===== src/rtl/rst_seq_pkg.sv =====
// Shared types and helpers for the reset sequencer.
package rst_seq_pkg;

  typedef enum logic [2:0] {
    StPllRst,
    StWaitLock,
    StStable,
    StRelMem,
    StRelPeriph,
    StRelCore,
    StRun
  } state_e;

  // Counter width able to hold the largest of the four timing parameters.
  function automatic int unsigned cnt_width(input int unsigned a, input int unsigned b,
                                            input int unsigned c, input int unsigned d);
    int unsigned m;
    m = a;
    if (b > m) m = b;
    if (c > m) m = c;
    if (d > m) m = d;
    return $clog2(m + 1);
  endfunction

endpackage


===== src/rtl/sync_2ff.sv =====
// Two-flop synchronizer with configurable width and reset value.
module sync_2ff #(
  parameter int unsigned       Width    = 1,
  parameter logic [Width-1:0]  ResetVal = '0
) (
  input  logic             clk,
  input  logic             rst_n,
  input  logic [Width-1:0] d,
  output logic [Width-1:0] q
);

  logic [Width-1:0] meta_q;
  logic [Width-1:0] sync_q;

  always_ff @(posedge clk or negedge rst_n) begin
    if (!rst_n) begin
      meta_q <= ResetVal;
      sync_q <= ResetVal;
    end else begin
      meta_q <= d;
      sync_q <= meta_q;
    end
  end

  assign q = sync_q;

endmodule


===== src/rtl/rst_seq.sv =====
// PLL reset sequencer: PLL reset/lock supervision and staggered domain reset release.
// Define RST_SEQ_STATUS_EN to add saturating lock-loss and PLL-retry counters.
module rst_seq
  import rst_seq_pkg::*;
#(
  parameter int unsigned PLL_RST_CYC  = 4,
  parameter int unsigned LOCK_TIMEOUT = 1024,
  parameter int unsigned STABLE_CYC   = 256,
  parameter int unsigned STAGGER      = 16
) (
  input  logic       clk,
  input  logic       rst_n,
  input  logic       pll_locked,
  input  logic       sw_rst_req,
  output logic       pll_areset,
  output logic       rst_mem_n,
  output logic       rst_periph_n,
  output logic       rst_core_n,
  output logic       ready
`ifdef RST_SEQ_STATUS_EN
  ,
  output logic [7:0] lock_loss_cnt,
  output logic [7:0] pll_retry_cnt
`endif
);

  localparam int unsigned CntW = cnt_width(PLL_RST_CYC, LOCK_TIMEOUT, STABLE_CYC, STAGGER);
  localparam logic [CntW-1:0] PllRstLast  = CntW'(PLL_RST_CYC - 1);
  localparam logic [CntW-1:0] TimeoutLast = CntW'(LOCK_TIMEOUT - 1);
  localparam logic [CntW-1:0] StableLast  = CntW'(STABLE_CYC - 1);
  localparam logic [CntW-1:0] StaggerLast = CntW'(STAGGER - 1);

  state_e          state_q, state_d;
  logic [CntW-1:0] cnt_q, cnt_d;
  logic            locked_s;
  logic            lock_lost, timeout, sw_rst;
  logic            pll_areset_q, rst_mem_n_q, rst_periph_n_q, rst_core_n_q, ready_q;
  logic            pll_areset_d, rst_mem_n_d, rst_periph_n_d, rst_core_n_d, ready_d;

  sync_2ff #(
    .Width   (1),
    .ResetVal(1'b0)
  ) u_sync_locked (
    .clk  (clk),
    .rst_n(rst_n),
    .d    (pll_locked),
    .q    (locked_s)
  );

  assign lock_lost = !locked_s && (state_q inside {StRelMem, StRelPeriph, StRelCore, StRun});
  assign timeout   = (state_q == StWaitLock) && !locked_s && (cnt_q == TimeoutLast);
  // Lock loss outranks a simultaneous software request.
  assign sw_rst    = (state_q == StRun) && sw_rst_req && !lock_lost;

  always_comb begin
    state_d = state_q;
    unique case (state_q)
      StPllRst:    if (cnt_q == PllRstLast) state_d = StWaitLock;
      StWaitLock:  if (locked_s) state_d = StStable;
                   else if (timeout) state_d = StPllRst;
      StStable:    if (!locked_s) state_d = StWaitLock;
                   else if (cnt_q == StableLast) state_d = StRelMem;
      StRelMem:    if (lock_lost) state_d = StWaitLock;
                   else if (cnt_q == StaggerLast) state_d = StRelPeriph;
      StRelPeriph: if (lock_lost) state_d = StWaitLock;
                   else if (cnt_q == StaggerLast) state_d = StRelCore;
      StRelCore:   if (lock_lost) state_d = StWaitLock;
                   else if (cnt_q == StaggerLast) state_d = StRun;
      StRun:       if (lock_lost) state_d = StWaitLock;
                   else if (sw_rst) state_d = StRelPeriph;
      default:     state_d = StPllRst;
    endcase

    cnt_d = (state_d != state_q) ? '0 : cnt_q + 1'b1;

    // Outputs are registered from the next state so each release lands on the entry edge.
    pll_areset_d   = (state_d == StPllRst);
    rst_mem_n_d    = state_d inside {StRelMem, StRelPeriph, StRelCore, StRun};
    rst_periph_n_d = (state_d inside {StRelPeriph, StRelCore, StRun}) && !sw_rst;
    rst_core_n_d   = state_d inside {StRelCore, StRun};
    ready_d        = (state_d == StRun);
  end

  always_ff @(posedge clk or negedge rst_n) begin
    if (!rst_n) begin
      state_q        <= StPllRst;
      cnt_q          <= '0;
      pll_areset_q   <= 1'b1;
      rst_mem_n_q    <= 1'b0;
      rst_periph_n_q <= 1'b0;
      rst_core_n_q   <= 1'b0;
      ready_q        <= 1'b0;
    end else begin
      state_q        <= state_d;
      cnt_q          <= cnt_d;
      pll_areset_q   <= pll_areset_d;
      rst_mem_n_q    <= rst_mem_n_d;
      rst_periph_n_q <= rst_periph_n_d;
      rst_core_n_q   <= rst_core_n_d;
      ready_q        <= ready_d;
    end
  end

  assign pll_areset   = pll_areset_q;
  assign rst_mem_n    = rst_mem_n_q;
  assign rst_periph_n = rst_periph_n_q;
  assign rst_core_n   = rst_core_n_q;
  assign ready        = ready_q;

`ifdef RST_SEQ_STATUS_EN
  logic [7:0] lock_loss_q, pll_retry_q;

  always_ff @(posedge clk or negedge rst_n) begin
    if (!rst_n) begin
      lock_loss_q <= '0;
      pll_retry_q <= '0;
    end else begin
      if (lock_lost && (lock_loss_q != 8'hff)) lock_loss_q <= lock_loss_q + 8'd1;
      if (timeout && (pll_retry_q != 8'hff)) pll_retry_q <= pll_retry_q + 8'd1;
    end
  end

  assign lock_loss_cnt = lock_loss_q;
  assign pll_retry_cnt = pll_retry_q;
`endif

endmodule

===== config.mk =====
export PLATFORM = sky130hd
export DESIGN_NAME = rst_seq
export DESIGN_NICKNAME = d
export VERILOG_FILES = /design/src/rtl/rst_seq_pkg.sv /design/src/rtl/sync_2ff.sv /design/src/rtl/rst_seq.sv
export SDC_FILE = /design/constraint.sdc
export NUM_CORES = 1
export LEC_CHECK = 0
export ABC_AREA = 1
export ABC_CLOCK_PERIOD_IN_PS = 2970
export BUFFER_PORTS_ARGS = -buffer_cell sky130_fd_sc_hd__buf_4
export CELL_PAD_IN_SITES_DETAIL_PLACEMENT = 0
export CELL_PAD_IN_SITES_GLOBAL_PLACEMENT = 1
export CORE_UTILIZATION = 48
export CTS_CLUSTER_SIZE = 25
export DETAILED_ROUTE_END_ITERATION = 7
export GPL_ROUTABILITY_DRIVEN = 0
export HOLD_SLACK_MARGIN = 0.03
export PLACE_DENSITY = 0.83
export SLEW_MARGIN = 30
export SYNTH_ARGS = -nofsm -noshare
export SYNTH_HDL_FRONTEND = slang
export SYNTH_SLANG_ARGS = --single-unit

===== constraint.sdc =====
create_clock -name clk -period 2.97 [get_ports clk]
set_clock_uncertainty 0.1 [all_clocks]
set_input_delay 0 -clock clk [delete_from_list [all_inputs] [get_ports clk]]
set_output_delay 0 -clock clk [all_outputs]
set_load 0.03 [all_outputs]

* After elaboration in Yosys (flattened, before gate mapping)
Cells that the tools add are included.
Cells by class: reduce and logical (&&, ||, !) cells 15, $add $sub $neg 1, mux-type cells 15, eq/ne operators 15
Operator list (count):
- $mux 3 | 13
- $pmux 3 s7 | 1
- $eq 3x3->1 const B | 6
- $add 11x1->11 const B | 1
- $eq 11x10->1 const B | 1
- $eq 11x2->1 const B | 1
- $eq 11x4->1 const B | 1
- $eq 11x8->1 const B | 1
- $mux 11 | 1
- $eq 3x2->1 const B | 3
- $reduce_bool 4->1 | 2
- $logic_and 1x1->1 | 6
- $logic_not 3->1 | 2
- $eq 3x1->1 const B | 1
- $logic_not 1->1 | 3
- $ne 3x3->1 | 1
- $reduce_bool 3->1 | 1
- $reduce_bool 2->1 | 1
Storage, ports and cells: flip-flop bits (word level) 21, logic and storage cells 55, bits of input ports 4

* Logic depth before layout (Yosys ltp)
word-level depth 11, mapped depth 13, mapped depth without buffers 12

* Modules after synthesis
Synthesis repeated with hierarchy kept, for this count alone.
Unflattened totals: cells, all modules 153, area total of the unflattened synthesis 1288.7 um2
By module, submodules not included:
- rst_seq | cells an instance 151, area an instance 1238.7 um2, sequential area each 476.7 um2, times used 1
- sync_2ff | cells an instance 2, area an instance 50.0 um2, sequential area each 50.0 um2, times used 1

* Least setup slack after synthesis
Ideal clock, no wire load.
kind register to register, start reg cnt_q[0], end reg cnt_q[8], library setup time 80 ps, clock period less this slack 1763 ps, data arrival time 1582 ps, cell stages (with the launch flop) 13, path slack 1207 ps, path buffers 1, cells stage by stage dfrtp_1 > ha_1 > nand3_4 > nor2_2 > nand2_2 > nand2_2 > nand2_2 > nand3_1 > nand2_1 > nor2_1 > nand2_1 > buf_6 > nor3_2
Between the ends: cells in the longest elaborated chain, start to end 7, elaborated cells on any way between the ends 20, those cells by class add/sub: 1; eq/ne: 5; mux: 13; reduce/logical: 1
RTL lines:
- from (decl) | RTL line rst_seq.sv:34 | logic [CntW-1:0] cnt_q, cnt_d;
- from (signal assigned) | RTL line rst_seq.sv:95 | cnt_q <= cnt_d;
- $eq 11x10->1 | RTL line rst_seq.sv:51 | assign timeout = (state_q == StWaitLock) && !locked_s && (cnt_q == TimeoutLast);
- $logic_and 1x1->1 | RTL line rst_seq.sv:51
- $mux 3 | RTL line rst_seq.sv:60 | else if (timeout) state_d = StPllRst;
- $mux 3 | RTL line rst_seq.sv:59 | StWaitLock: if (locked_s) state_d = StStable;
- $pmux 3 s7 | RTL line rst_seq.sv:57 | unique case (state_q)
- $ne 3x3->1 | RTL line rst_seq.sv:74 | cnt_d = (state_d != state_q) ? '0 : cnt_q + 1'b1;
- $mux 11 * | RTL line rst_seq.sv:74
- via cnt_d[8] | RTL line rst_seq.sv:34
The timed path passes the listed nets; every way through them passes the cells marked *.

* Worst setup path after layout
start reg cnt_q[0], end reg cnt_q[10]
Between the ends: cells in the longest elaborated chain, start to end 7, elaborated cells on any way between the ends 20, those cells by class add/sub: 1; eq/ne: 5; mux: 13; reduce/logical: 1
RTL lines:
- $eq 11x10->1 | RTL line rst_seq.sv:51
- $logic_and 1x1->1 | RTL line rst_seq.sv:51
- $mux 3 | RTL line rst_seq.sv:60
- $mux 3 | RTL line rst_seq.sv:59
- $pmux 3 s7 * | RTL line rst_seq.sv:57
- via state_d[1] | RTL line rst_seq.sv:33 | state_e state_q, state_d;
- $ne 3x3->1 * | RTL line rst_seq.sv:74
- $mux 11 * | RTL line rst_seq.sv:74
- via cnt_d[10] | RTL line rst_seq.sv:34
Marked as above.

==> flow_summary.toml <==
[timing]
period_minus_slack_ns = 2.23
max_freq_ghz = 0.448
hold_slack_ns = 0.0837
rsz0062_at_grt = "false"
drv_slew = 0
fin_setup_tns_ns = 0
hold_viol = 0
maxSlewHeadroom = 0.607
worst_slack_ns = 0.739
setup_viol = 0
worstMarginPinSlew_ns = 0.588
finalCritPeriodShare = 0.751

[die]
boundaryPins = 9
die-width_um = 53.8
rows = 18
start_util = 0.516
coreArea_sq_um = 2500
die-area_sq_um = 2900
die_h_um = 53.8

[placement]
pre_cts_ws_ns = 0.770
dp_hpwl_mm = 1.75
portBuffers = 8

[worst_hold_path]
hold_class = "input pin to async pin"

[synth]
synth_simple_gate_area_frac = 0.407
ys_types = 26
synth_top_family_by_area = "simple AND/OR/NAND/NOR gates"
syn_nets = 158
ys_ff_latch = 21
synthesis.area_sq_um = 1290
ys_top_cells_by_area = "dfrtp_1, nor3_2, nand2_1, nand3_1, inv_1"
synth_top_area_share = 0.388
avgSynthCellArea_sq_um = 8.42
ys_warn_count = 0
synthCells = 153
synth_compound_area_frac = 0.0262
synth_top_cell_by_area = "dfrtp_1"
yosysSeqAreaShare = 0.409
synth_common_cells = "nand2_1, dfrtp_1, inv_1"
synthMuxAreaShare = 0
synth_xor_area_frac = 0.0544
yosysMostFrequentCell = "nand2_1"
async_reset_ff_frac = 1.00
synth-main-ff-cell = "dfrtp_1"
yosys.area_share.adder = 0.00971
synth-edff-count = 0

[pwr]
vdd_drop_max_mv = 0.509
power_density_nw_per_um2 = 654
power.leakage_nw = 0.671

[worst_setup_path]
timing.rr.start = "cnt_q[0]$_DFF_PN0_"
critPathCapture = "cnt_q[10]$_DFF_PN0_"
crit_type = "register to register"
path_max_fanout = 11
worstPathArrival_ns = 2.35
end_kind = "register"
critical_path.startpoint = "cnt_q[0]$_DFF_PN0_"
reg2reg_slack_ns = 0.74
r2r_end = "cnt_q[10]$_DFF_PN0_"
start_kind = "register"
worst-r2r-cell-count = 9
worst_ep_required_time_ns = 3.09

[detailed_routing]
drtPass1Iterations = 4
drtIter0Drc = 28
routed-via-count = 1015
route.met2.wl_mm = 1.11
wl_mm = 2.43
routedWlPerCell_um = 12.5
top_layer = "met4"
drc = 0
drtAntennaViolNets = 0
met3_length_um = 97
viasPerCell = 5.21
met1_length_mm = 1.16

[grt]
grt_pass1_wl_mm = 4.16
antenna_found_initial = 0
grt_usage = 0.204
grt-ovfl-total = 0
grt_pass1_vias = 957
grt_max_degree = 21

[clocking]
clk_pin_slew_worst_paths_ns = 0.11
ctsHoldBuffers = 4
insertion_delay_ns = 0.30
cts_made_buffers = 3
post_cts_buffers = 0
cts_tree = "yes"
cts.sinks = 21
cts-root-buf = "clkbuf_4"
clk_path_buf_depth = 2
cts.htree.levels = 1
cts_resized = 0

[final_layout]
antenna_cells = 0
area_growth_pct = 9.61
nets = 171
layout-drive-gt1-share = 0.255
multi_input_area_sq_um = 641
seq_area_sq_um = 527
nFillCells = 226

[outcome]
status = "finished, final reports clean"

[job]
max_cap_viol_count = 0
==> how the worst min path moves through the flow <==
stage / from / endpoint / slack, ns / depth (start not counted)
global placement: rst_n / cnt_q[8]$_DFF_PN0_ / -0.20 / 1
floorplan: rst_n / cnt_q[0]$_DFF_PN0_ / -0.40 / 0
finish: rst_n / pll_areset$_DFF_PN1_ / 0.08 / 2
CTS: rst_n / pll_areset$_DFF_PN1_ / 0.07 / 2
detailed placement: rst_n / cnt_q[9]$_DFF_PN0_ / -0.20 / 1
global route: rst_n / pll_areset$_DFF_PN1_ / 0.09 / 2
==> cells in the final DEF (no fill, tap or decap) <==
cell / count
nand2_2: 5
dlygate4sd3_1: 3
nand3_2: 3
xor2_1: 6
nor3_2: 12
o21ai_0: 2
dfstp_2: 1
nand4_1: 6
nor2_2: 2
nor3_1: 5
inv_2: 4
nor2_1: 13
nand3_1: 14
inv_1: 18
clkbuf_1: 1
buf_2: 1
dfrtp_1: 20
a31oi_1: 1
clkinv_1: 1
a21oi_1: 2
clkbuf_4: 3
ha_1: 1
a21o_1: 1
nand2_1: 27
xnor2_1: 2
buf_4: 8
nand4_2: 1
nand3_4: 2
==> through the flow <==
stage               instances   util  cell area, sq um  total power [mW]
global placement          187  0.541              1350             0.779
CTS                       195  0.567              1420             0.933
finish                    195  0.565              1410             0.924
detailed placement        187  0.541              1350             0.789
global route              195  0.565              1410             0.995
floorplan                 153      -              1290             0.757
==> kinds of logic (layout without fill, tap and decap cells) <==
family / Yosys count / after routing
DFF: 21 / 21
adders and majority gates: 1 / 1
xor gates and xnor gates: 8 / 8
AOI/OAI and AO/OA: 6 / 6
buffers and inverters: 27 / 39
and+or+nand+nor: 90 / 90
==> per-layer routing <==
layer | vias up | GRT usage
li1 | 519 | -
met1 | 465 | 0.274
met2 | 25 | 0.307
met3 | 6 | 0.0452
met4 | 0 | 0.105
met5 | - | 0
==> flip-flops by register name (all words and copies together), names as in the netlist <==
name,count
cnt_q,11
state_q,3
pll_areset,1
ready,1
rst_core_n,1
rst_mem_n,1
rst_periph_n,1
u_sync_locked.meta_q,1
u_sync_locked.q,1
==> power breakdown <==
part | switching, mW | internal, mW | total (mW)
Clock | 0.0817 | 0.0522 | 0.134
Combinational | 0.270 | 0.119 | 0.389
Sequential | 0.0690 | 0.332 | 0.401
Total | 0.421 | 0.502 | 0.924
==> final cells by class <==
type | count | share of cell area
flip-flops and latches | 21 | 0.373
well taps | 30 | 0.0266
clock buffers | 4 | 0.0186
multi-input cells | 105 | 0.453
inverters | 23 | 0.0611
repair buffers | 12 | 0.0673
==> worst max-delay path, stage by stage, from the launching register on <==
cell	delay (ns)
dfrtp_1	0.42
ha_1	0.28
nand3_4	0.14
nor2_2	0.15
nand2_2	0.09
nand4_1	0.13
nand4_2	0.17
nand2_1	0.09
nand2_1	0.33
nor3_1	0.24
Power figures use the tool's default switching activity.
